$ cat src/rtl/elevator_scan_ctrl.sv
// elevator_scan_ctrl: SCAN ("elevator algorithm") controller for one car.
// The car keeps moving in its scan direction while requests lie ahead, and
// reverses only when none remain. Unknown position after reset is resolved by
// homing downwards. The emergency input parks the car at the next floor with
// the door open.
// Optional feature macro: ELEV_OBST_EN. When defined, door_obst keeps the door
// open (reloads the dwell in DOOR, blocks the exit from EMG_HOLD). When it is
// not defined, door_obst is ignored.
module elevator_scan_ctrl #(
    parameter int FLOORS     = 8,
    parameter int DOOR_TICKS = 50
) (
    input  logic                         clk,
    input  logic                         rst,
    input  logic [FLOORS-1:0]            car_req,
    input  logic [FLOORS-1:0]            hall_up,
    input  logic [FLOORS-1:0]            hall_dn,
    input  logic [FLOORS-1:0]            sensors,
    input  logic                         emg,
    input  logic                         door_obst,
    output logic [1:0]                   motor,
    output logic [$clog2(FLOORS+1)-1:0]  disp,
    output logic                         door_open,
    output logic                         dir_up,
    output logic [3*FLOORS-1:0]          pend
);

    localparam int DW = $clog2(FLOORS + 1);
    localparam int IW = $clog2(FLOORS);
    localparam int CW = $clog2(DOOR_TICKS);
    localparam logic [IW-1:0]     TOP       = IW'(FLOORS - 1);
    localparam logic [FLOORS-1:0] ONE       = FLOORS'(1);
    localparam logic [FLOORS-1:0] UP_MASK   = ~(ONE << (FLOORS - 1));
    localparam logic [FLOORS-1:0] DN_MASK   = ~ONE;
    localparam logic [CW-1:0]     DWELL_MAX = CW'(DOOR_TICKS - 1);
    localparam logic [1:0]        M_STOP    = 2'b00;
    localparam logic [1:0]        M_UP      = 2'b01;
    localparam logic [1:0]        M_DN      = 2'b10;

    typedef enum logic [2:0] {IDLE, UP, DOWN, DOOR, EMG_MOVE, EMG_HOLD} state_t;

    state_t            state;
    logic [FLOORS-1:0] pend_car, pend_up, pend_dn;
    logic [FLOORS-1:0] car_q, up_q, dn_q;
    logic [CW-1:0]     dwell;

    logic              sens_ok;
    logic [IW-1:0]     sens_idx;
    logic              known;
    logic [IW-1:0]     cur_idx;
    logic [IW-1:0]     f;
    logic [FLOORS-1:0] f_bit, all_req, above_mask, below_mask;
    logic              req_above, req_below, req_here;
    logic              stop_up, stop_dn, serve_up, reverse, enter_door;
    logic [FLOORS-1:0] rise_car, rise_up, rise_dn, door_mask;
    logic [FLOORS-1:0] clr_car, clr_up, clr_dn;
    logic              press_here, obst, reload;
    logic [1:0]        emg_motor;

    assign pend    = {pend_dn, pend_up, pend_car};
    assign known   = (disp != '0);
    assign cur_idx = IW'(disp - DW'(1));

`ifdef ELEV_OBST_EN
    assign obst = door_obst;
`else
    logic unused_obst;
    assign obst        = 1'b0;
    assign unused_obst = door_obst;
`endif

    // Sensor decode: only a strictly one-hot vector names a floor.
    always_comb begin
        sens_ok  = (sensors != '0) && ((sensors & (sensors - ONE)) == '0);
        sens_idx = '0;
        for (int i = 0; i < FLOORS; i++) begin
            if (sensors[i]) sens_idx = IW'(i);
        end
    end

    // Scan decisions at the floor of interest (live sensor while moving, else last known floor).
    always_comb begin
        f          = (state == UP || state == DOWN) ? sens_idx : cur_idx;
        f_bit      = ONE << f;
        all_req    = pend_car | pend_up | pend_dn;
        above_mask = ~((f_bit << 1) - ONE);
        below_mask = f_bit - ONE;
        req_above  = |(all_req & above_mask);
        req_below  = |(all_req & below_mask);
        req_here   = |(all_req & f_bit);
        stop_up    = (|((pend_car | pend_up) & f_bit)) || ((|(pend_dn & f_bit)) && !req_above) || (f == TOP);
        stop_dn    = (|((pend_car | pend_dn) & f_bit)) || ((|(pend_up & f_bit)) && !req_below) || (f == '0);
        serve_up   = (state == UP);
        // An idle car serves everybody waiting at its floor, whatever their direction.
        reverse    = (state == IDLE) || (serve_up ? !req_above : !req_below);
        enter_door = 1'b0;
        if (!emg) begin
            case (state)
                IDLE:    enter_door = known && req_here;
                UP:      enter_door = sens_ok && stop_up;
                DOWN:    enter_door = sens_ok && stop_dn;
                default: enter_door = 1'b0;
            endcase
        end
        clr_car = enter_door ? f_bit : '0;
        clr_up  = (enter_door && (serve_up || reverse)) ? f_bit : '0;
        clr_dn  = (enter_door && (!serve_up || reverse)) ? f_bit : '0;
    end

    // Button edges, door-floor press suppression, dwell reload and emergency motor command.
    always_comb begin
        rise_car   = car_req & ~car_q;
        rise_up    = hall_up & ~up_q & UP_MASK;
        rise_dn    = hall_dn & ~dn_q & DN_MASK;
        door_mask  = (state == DOOR) ? (ONE << cur_idx) : '0;
        press_here = |((rise_car | rise_up | rise_dn) & door_mask);
        reload     = press_here || obst;
        if (dir_up) emg_motor = (known && cur_idx == TOP) ? M_STOP : M_UP;
        else        emg_motor = (known && cur_idx == '0)  ? M_STOP : M_DN;
    end

    // Previous button levels for rising-edge detection.
    always_ff @(posedge clk or posedge rst) begin
        if (rst) begin
            car_q <= '0;
            up_q  <= '0;
            dn_q  <= '0;
        end else begin
            car_q <= car_req;
            up_q  <= hall_up;
            dn_q  <= hall_dn;
        end
    end

    // Position tracking: invalid sensor vectors keep the last floor shown.
    always_ff @(posedge clk or posedge rst) begin
        if (rst)          disp <= '0;
        else if (sens_ok) disp <= DW'(sens_idx) + DW'(1);
    end

    // Main controller: pending requests, state, motor, door and scan direction.
    always_ff @(posedge clk or posedge rst) begin
        if (rst) begin
            state     <= IDLE;
            motor     <= M_STOP;
            door_open <= 1'b0;
            dir_up    <= 1'b1;
            pend_car  <= '0;
            pend_up   <= '0;
            pend_dn   <= '0;
            dwell     <= '0;
        end else begin
            pend_car <= (pend_car & ~clr_car) | (rise_car & ~door_mask);
            pend_up  <= (pend_up  & ~clr_up)  | (rise_up  & ~door_mask);
            pend_dn  <= (pend_dn  & ~clr_dn)  | (rise_dn  & ~door_mask);
            case (state)
                IDLE: begin
                    if (emg) begin
                        if (sens_ok) begin
                            state     <= EMG_HOLD;
                            door_open <= 1'b1;
                            motor     <= M_STOP;
                        end else begin
                            state <= EMG_MOVE;
                            motor <= emg_motor;
                        end
                    end else if (!known) begin
                        if (|all_req) begin
                            state  <= DOWN;
                            dir_up <= 1'b0;
                            motor  <= M_DN;
                        end
                    end else if (enter_door) begin
                        state     <= DOOR;
                        door_open <= 1'b1;
                        dwell     <= DWELL_MAX;
                    end else if (dir_up ? req_above : req_below) begin
                        state <= dir_up ? UP : DOWN;
                        motor <= dir_up ? M_UP : M_DN;
                    end else if (dir_up ? req_below : req_above) begin
                        state  <= dir_up ? DOWN : UP;
                        motor  <= dir_up ? M_DN : M_UP;
                        dir_up <= !dir_up;
                    end
                end
                UP, DOWN: begin
                    if (emg) begin
                        state <= EMG_MOVE;
                        motor <= emg_motor;
                    end else if (enter_door) begin
                        state     <= DOOR;
                        motor     <= M_STOP;
                        door_open <= 1'b1;
                        dwell     <= DWELL_MAX;
                        if (reverse) dir_up <= !serve_up;
                    end
                end
                DOOR: begin
                    if (reload) begin
                        dwell <= DWELL_MAX;
                    end else if (dwell == '0) begin
                        state     <= emg ? EMG_HOLD : IDLE;
                        door_open <= emg;
                    end else begin
                        dwell <= dwell - CW'(1);
                    end
                end
                EMG_MOVE: begin
                    if (sens_ok) begin
                        state     <= EMG_HOLD;
                        motor     <= M_STOP;
                        door_open <= 1'b1;
                    end else begin
                        motor <= emg_motor;
                    end
                end
                EMG_HOLD: begin
                    if (!emg && !obst) begin
                        state     <= IDLE;
                        door_open <= 1'b0;
                    end
                end
                default: begin
                    state <= IDLE;
                    motor <= M_STOP;
                end
            endcase
        end
    end

endmodule

$ cat config.mk
export PLATFORM = sky130hd
export DESIGN_NAME = elevator_scan_ctrl
export DESIGN_NICKNAME = d
export VERILOG_FILES = /design/src/rtl/elevator_scan_ctrl.sv
export SDC_FILE = /design/constraint.sdc
export NUM_CORES = 1
export LEC_CHECK = 0
export CAP_MARGIN = 0
export CORE_MARGIN = 5
export CORE_UTILIZATION = 50
export DETAILED_ROUTE_END_ITERATION = 6
export PLACE_DENSITY = 0.86
export SLEW_MARGIN = 10
export SYNTH_ARGS = -nofsm -noshare
export SYNTH_HDL_FRONTEND = slang
export SYNTH_SLANG_ARGS = --single-unit
$ cat constraint.sdc
create_clock -name clk -period 5.7 [get_ports clk]
set_input_delay 1.71 -clock clk [delete_from_list [all_inputs] [get_ports clk]]
set_output_delay 1.71 -clock clk [all_outputs]
set_load 0.01 [all_outputs]
# Word level (Yosys, flattened, before mapping)
# Index checks and enable logic that the tools add are counted.
# word_totals
ff_bits,64
latch_bits,0
mem_bits_rw,0
mem_bits_ro,0
in_bits,36
output_inout_bits,32
n_memories,0
# op_classes
n_addsub,6
mul,0
div_mod_pow,0
n_lt_le_gt_ge,0
n_eq_ne,27
shift,2
n_mux,75
n_bitwise,35
n_reduce_logical,48
# op_table
cell,count
8-bit AND,16
8-bit OR reduction,9
8-bit inverter,7
8-bit OR,7
3-bit 2-to-1 mux,18
6-bit 2-to-1 mux,6
2-bit 2-to-1 mux,17
8-bit 2-to-1 mux,4
1-bit 2-to-1 mux,24
"8-bit by 1-bit subtractor with 8-bit output, second input constant",3
6-bit case mux with 3 select lines,1
"2-bit inequality test, second input constant",8
"1-bit by 3-bit left shift with 8-bit output, first input constant",2
"3-bit inequality test, second input constant",5
3-bit case mux with 5 select lines,1
"3-bit == test, second input constant",4
1-bit logical AND,10
5-bit AND reduction,2
3-bit logical NOT,3
9-bit AND reduction,1
7-bit by 8-bit AND with 8-bit output,1
8-bit logical NOT,1
1-bit logical OR,8
8-bit by 7-bit OR with 8-bit output,1
other kinds (28),34

# Depth between registers and ports, before layout
# Gate-level depths: netlist of run 1.
# logic_depth
word_depth,25
ltp_mapped,20

# Least setup slack after synthesis of run 1
# No wires, ideal clock.
# synth_path
path_type,input to register
from,in sensors[5]
to,reg motor[0]
setup_ns,0.125
arrival_time_ns,5.370
path_slack_ns,0.205
path_stages,17
path_buffers,2
path_cell_list,buf_4 > nor4_4 > nand4_1 > or3_1 > nand2_1 > inv_1 > ha_1 > nand2_1 > o221ai_1 > or3_1 > a211oi_4 > o21ai_1 > a211o_1 > buf_4 > and3_1 > a211o_1 > mux2_4
# synth_via
elab_chain_len,18
# synth_lines
item,line,source
start: declaration,18,"input logic [FLOORS-1:0] sensors,"
3-bit 2-to-1 mux (3 in a row),77,if (sensors[i]) sens_idx = IW'(i);
3-bit 2-to-1 mux,83,f = (state == UP || state == DOWN) ? sens_idx : cur_idx;
1-bit by 3-bit left shift with 8-bit output,84,f_bit = ONE << f;
8-bit by 1-bit subtractor with 8-bit output,86,above_mask = ~((f_bit << 1) - ONE);
8-bit inverter,86,
8-bit AND,88,req_above = |(all_req & above_mask);
8-bit OR reduction,88,
1-bit logical NOT,91,stop_up = (|((pend_car | pend_up) & f_bit)) || ((|(pend_dn & f_bit)) && !req_above) || (f == TOP);
1-bit logical AND,91,
1-bit logical OR (2 in a row),91,
1-bit logical AND,100,UP: enter_door = sens_ok && stop_up;
1-bit case mux with 3 select lines,98,case (state)
1-bit 2-to-1 mux,97,if (!emg) begin
4-bit inequality test (no source line) or 3-bit inequality test (tied branches),--,
5-bit AND reduction (no source line),--,
end signal: assignment,165,motor <= emg_motor;
end signal: assignment,179,motor <= dir_up ? M_UP : M_DN;
end signal: assignment,182,motor <= dir_up ? M_DN : M_UP;
end: declaration,21,"output logic [1:0] motor,"
# Parallel ways exist; a longest one is shown, timed or not. The select of a mux whose other input is x is not followed.
# A chain may end at the register's enable or synchronous reset.

# Worst setup path after layout of run 1
# layout_path
from,in sensors[4]
to,reg motor[1]
# layout_via
elab_chain_len,19
# layout_lines
item,line
3-bit 2-to-1 mux (4 in a row),77
3-bit 2-to-1 mux,83
1-bit by 3-bit left shift with 8-bit output,84
8-bit by 1-bit subtractor with 8-bit output,86
8-bit inverter,86
8-bit AND,88
8-bit OR reduction,88
1-bit logical NOT,91
1-bit logical AND,91
1-bit logical OR (2 in a row),91
1-bit logical AND,100
1-bit case mux with 3 select lines,98
1-bit 2-to-1 mux,97
4-bit inequality test (no source line) or 3-bit inequality test (tied branches),--
5-bit AND reduction (no source line),--
# Parallel ways exist; a longest one is shown, timed or not. The select of a mux whose other input is x is not followed.

==> results.tsv, run 1 <==
metric	value	unit
initial antenna violation count	0	
nets	668	
ratio of cells with drive above 1 in the final layout	0.154	
startpoint types	input port	
PortBufs	64	
XOR/XNOR Fraction of Synth Area	0.0213	
Worst IR Drop VDD	0.216	mV
routed via count	4736	
drt wl/cell	20.8	µm
worst slew pin tran	0.857	ns
final hold vios	0	
CTS buffer count	9	
post-synthesis simple-gate area fraction	0.237	
Final Critical Period	5.57	ns
worst rel slew slack	0.429	
EDFF count, synth	0	
main combinational cell family by area after synthesis	compound AO/OA/AOI/OAI gates	
async set or reset register ratio after synthesis	1.00	
Synthesized Nets	568	
row count	34	
Syn. warnings	0	
Setup CP Type	input port to flop	
CORE AREA	0.00872	mm²
post-synthesis mux area share	0.0306	
gr ovfl total	0	
clock skew	0.0109	ns
vias in the first global route	4704	
Arrival @ worst endpoint	5.80	ns
final wirelength	15.3	mm
Tcrit/Tclk final	0.978	
initial DRC count	427	
Req. time, crit path	5.93	ns
Seq cells post-synth	63	
Synth Area in Adders	0.0275	
f_max	179	MHz
status	complete, no violations	
CP max FO	4	
Finished Layout Cells	736	
setup_tns	0	ns
top cell type's share of synthesized area	0.348	
Vias/cell	6.43	
CTS Sinks	63	
n_diodes	0	
cell accounting for the most synthesized area	dfrtp_1	
dpl cells	719	
Clock Latency Late Sink	0.35	ns
Post-Syn Instances	523	
mean post-synth cell area	8.53	µm²
H-tree depth	3	
Max Slew Vio Count	0	
ranking of synthesized cells by area	dfrtp_1 (35%), nand2_1 (5.1%), o21ai_0 (3.6%), a22o_1 (3.1%), nor2b_1 (3.1%)	
largest net degree at the start of global routing	64	
Synth Area in Compound Gates	0.282	
Hold Crit Class	flop to flop	
Chip Width	104	µm
Leak	2.35	nW
die area	0.0109	mm²
Fillers	720	
max_cap viols	0	
P&R area growth vs syn	28.2	%
sequential share of the synthesized area	0.354	
setup ws final	0.128	ns
count of unique library cells instantiated by Yosys	84	
Post-DP HPWL	11.6	mm
gpl congestion	1.02	
synthesized cell area	0.00446	mm²
DRC violations left	0	
CTS tree	yes	
Clk pin slew, worst setup/hold paths	0.09	ns
P per Cell Area	471	mW/mm²
Final Setup Violations	0	
io pins	68	
Initial Utilization	0.511	
CTS root buf	clkbuf_8	
pre-CTS setup slack	-0.144	ns
dominant synthesized flop cell	dfrtp_1	
First-pass DRT Iterations	5	
DIE HEIGHT	104	µm
global-route wire length before repair	24.6	mm
endpoint class of the critical path	flop	
All-Layer GR Usage	0.278	
Routed Antenna Nets	0	
clock buffer depth	2	
-- stage by stage --
stage | power, W | hold WS, ns | cell area, µm² | utilization
2_1_floorplan | 0.00165 | 0.469 | 4460 | -
3_3_place_gp | 0.00221 | 0.482 | 5480 | 0.628
3_5_place_dp | 0.00223 | 0.493 | 5480 | 0.628
4_1_cts | 0.00265 | 0.509 | 5680 | 0.652
5_1_grt | 0.00285 | 0.538 | 5720 | 0.656
6_report | 0.00269 | 0.503 | 5720 | 0.656
-- metal layers --
| metal | up-vias | global-route usage | wire, µm |
|---|---|---|---|
| met5 | - | 0 | 0 |
| met1 | 2273 | 0.378 | 6290 |
| met2 | 283 | 0.439 | 7120 |
| met3 | 36 | 0.0521 | 1500 |
| met4 | 0 | 0.103 | 396 |
| li1 | 2144 | - | - |
-- state kept, by name, summed over array words and instances, names as in the netlist --
name / flops
car_q: 8
pend_car: 8
pend_dn: 8
pend_up: 8
dn_q: 7
up_q: 7
dwell: 6
disp: 4
state: 3
motor: 2
dir_up: 1
door_open: 1
-- cell usage after synthesis, drive strengths merged, types with 3 or more instances --
cell and instances:
nand4 6, a221oi 4, and3 4, nor2b 22, nor4 9, nor3 16
mux2 7, nor2 37, dfrtp 62, a22oi 9, a211oi 9, xnor2 4
buf 13, xor2 3, a22o 16, nand3 21, nand2b 3, o31ai 9
clkbuf 8, a21oi 29, and2 4, a211o 3, mux2i 5, or2 5
o221ai 4, a31oi 3, o21ai 41, nand2 62, ha 9, o211ai 7
o31a 5, or3 9, inv 28, a21o 8
-- path summary, 6_finish.rpt --
path	start	endpoint	slack (ns)	cells after the start
setup / recovery	sensors[4]	motor[1]	0.13	16
hold / removal	car_q[5]	pend_car[5]	0.50	3
min in group asynchronous	rst	up_q[0]	1.91	3
hold reg to reg	car_q[5]	pend_car[5]	0.50	3
setup reg to reg	state[1]	motor[1]	1.11	15
max in group asynchronous	rst	disp[1]	3.25	3
-- power breakdown --
group / leakage [nW] / internal, W / switching [W]
Combinational: 1.57 / 0.000696 / 0.000967
Sequential: 0.685 / 0.000514 / 0.0000946
Clock: 0.0975 / 0.000207 / 0.000211
-- repair_timing --
action | in CTS | in global routing
setup endpoints to repair | 0 | 19
hold buffers | 0 | 0
endpoints found under the hold margin | 0 | 0
setup buffers | 0 | 1
resized for setup | 0 | 4
-- layout by cell type, fill, tap and decap left out, types with 16 or more instances in the layout --
cell	synthesis	final
a22o_1	16	16
inv_1	28	27
nor2b_1	22	22
nand2_1	61	60
a21oi_1	26	26
nor3_1	16	16
o21ai_0	32	32
dfrtp_1	62	62
nor2_1	36	36
buf_4	4	45
nand3_1	21	21
clkdlybuf4s50_1	0	64
-- layout make-up --
cell class | count | area, µm² | share of cell area
multi-input combinational | 411 | 2690 | 0.471
clock inverter | 7 | 82.6 | 0.0144
sequential | 63 | 1580 | 0.276
timing repair buffer | 110 | 998 | 0.175
tap | 108 | 135 | 0.0236
clock buffer | 9 | 124 | 0.0217
inverter | 28 | 105 | 0.0184
-- critical path: stages --
cell             delay, ns
clkdlybuf4s50_1       0.47
nor4_4                0.32
nand4_1               0.20
or3_4                 0.43
nand2_1               0.09
inv_1                 0.05
ha_1                  0.31
nand2_1               0.06
o221ai_1              0.12
or3_1                 0.43
a211oi_4              0.28
o21ai_1               0.14
a211o_1               0.37
and3_1                0.18
a211o_1               0.32
mux2_4                0.31
-- cells by family after synthesis --
family	after synthesis
simple gates	208
mux	12
flops	63
compound gates	174
buf+inv	49
fa+ha+maj	10
xor+xnor	7
Note: power is estimated with default switching activity, not from simulation.
==> run 2, diff against run 1 <==
==> constraint.sdc (replaced) <==
create_clock -name clk -period 5.7 [get_ports clk]
set_input_delay 1.14 -clock clk [delete_from_list [all_inputs] [get_ports clk]]
set_output_delay 1.14 -clock clk [all_outputs]
set_load 0.01 [all_outputs]
==> results.tsv, run 2 (synthesis results as in run 1) <==
metric	value	unit
initial antenna violation count	0	
R2R depth	16	
Final Setup Violations	0	
Worst IR Drop VDD	0.225	mV
worst rel slew slack	0.386	
setup_tns	0	ns
io pins	68	
First-pass DRT Iterations	5	
Initial Utilization	0.511	
largest net degree at the start of global routing	64	
Max Slew Vio Count	0	
row count	34	
f_max	198	MHz
gr ovfl total	0	
CTS Sinks	63	
worst slew pin tran	0.897	ns
ratio of cells with drive above 1 in the final layout	0.122	
clock buffer depth	2	
n_diodes	0	
storage element area	0.00158	mm²
Hold Crit Class	flop to flop	
CP Buf/Inv Count	3	
Arrival @ worst endpoint	5.28	ns
CP max stage cell	clkdlybuf4s50_1	
Chip Width	104	µm
final hold vios	0	
CP max FO	9	
most frequent cells in the layout	clkdlybuf4s50_1 (64), dfrtp_1 (62), nand2_1 (61)	
Req. time, crit path	5.94	ns
part of the power in the clock network	0.172	
Routed Antenna Nets	0	
drt wl/cell	21.1	µm
Clock Latency Late Sink	0.35	ns
cell internal pwr	0.00137	W
nets	648	
max_cap viols	0	
Flop pwr share	0.246	
P&R area growth vs syn	24.5	%
Fillers	735	
Psw	0.00124	W
status	complete, no violations	
CTS buffer count	9	
gpl congestion	1.03	
All-Layer GR Usage	0.275	
Cell Area, Placed	0.00532	mm²
Vias/cell	6.54	
Post-DP HPWL	11.4	mm
most common cell after layout, fill and taps aside	clkdlybuf4s50_1	
CORE AREA	0.00872	mm²
Top Family by Delay on Critical Path	simple AND/OR/NAND/NOR gates	
global-route wire length before repair	24.3	mm
FF-to-FF Start	state[2]	
die area	0.0109	mm²
P per Cell Area	471	mW/mm²
Tcrit/Tclk final	0.884	
post-route cell area	0.00555	mm²
endpoint class of the critical path	flop	
Multi-input gate area	0.00267	mm²
PortBufs	64	
H-tree depth	3	
Clk pin slew, worst setup/hold paths	0.08	ns
initial DRC count	439	
Critical R2R Capture	pend_up[2]	
HP Start	car_q[5]	
quantity of hold-fixing buffers added after cts	0	
clock skew	0.0108	ns
final wirelength	15.1	mm
DRC violations left	0	
worst reg2reg setup slack	0.93	ns
sw frac	0.475	
DIE HEIGHT	104	µm
CP Cell Sequence	clkdlybuf4s50_1, nor4_4, nand4_1, or3_1, nand2_1, inv_1, ha_1, nand2_1, o221ai_1, or3_1, a211oi_4, o21ai_1, a211o_1, a21oi_2, buf_4, nand2_1, a21o_1	
startpoint types	input port	
CP most frequent cell	nand2_1	
Final Critical Period	5.04	ns
Leak	2.26	nW
CTS tree	yes	
post-CTS sizing	0	
Comb power frac	0.582	
CP Depth	17	
Hold Path Cell Cnt	3	
vias in the first global route	4496	
CTS root buf	clkbuf_8	
worst stage delay on the critical path	0.47	ns
routed via count	4684	
unrepaired setup endpoints after global routing	no	
Hold WS	0.498	ns
Hold EP	pend_car[5]	
Setup CP Type	input port to flop	
postcts setup bufs	0	
## run 2: worst register-to-register path: cells and delay by family, from the launching register on
family	cells	cell delay (ns)
compound gates	7	1.86
fa+ha+maj	1	0.29
simple gates	5	0.96
buf+inv	3	0.75
flops	1	0.81
## run 2: power by group through the flow
stage | logic (W) | clock network [W] | registers (W)
after floorplan | 0.00105 | 0 | 0.000597
after global placement | 0.00145 | 0 | 0.000641
after detailed placement | 0.00148 | 0 | 0.000647
after CTS | 0.00148 | 0.000458 | 0.000638
after global routing | 0.00163 | 0.000479 | 0.000655
final | 0.00152 | 0.000451 | 0.000643
## run 2: final cells by class
type | instances | area share
clock inverter | 7 | 0.0189
inverter | 28 | 0.0189
timing repair buffer | 90 | 0.151
multi-input combinational | 411 | 0.481
sequential | 63 | 0.284
clock buffer | 9 | 0.0223
tap | 108 | 0.0243
## run 2: routing by layer
layer | wire length (µm) | track usage | up-vias
li1 | - | - | 2113
met1 | 6320 | 0.375 | 2259
met2 | 7030 | 0.438 | 277
met3 | 1350 | 0.0596 | 35
met4 | 370 | 0.0768 | 0
met5 | 0 | 0 | -
## run 2: how the worst max path moves through the flow
stage                           from          to
after floorplan           sensors[5]    motor[0]
after global placement    sensors[4]    motor[0]
after detailed placement  sensors[4]   door_open
after CTS                 sensors[4]   door_open
after global routing      sensors[6]   door_open
final                     sensors[4]  pend_up[2]
## run 2: through the flow
step,util,setup slack [ns],power [W],std cells
after floorplan,-,0.775,0.00165,523
after global placement,0.610,0.435,0.00209,700
after detailed placement,0.610,0.382,0.00212,700
after CTS,0.637,0.737,0.00258,716
after global routing,0.637,0.518,0.00277,716
final,0.637,0.660,0.00262,716
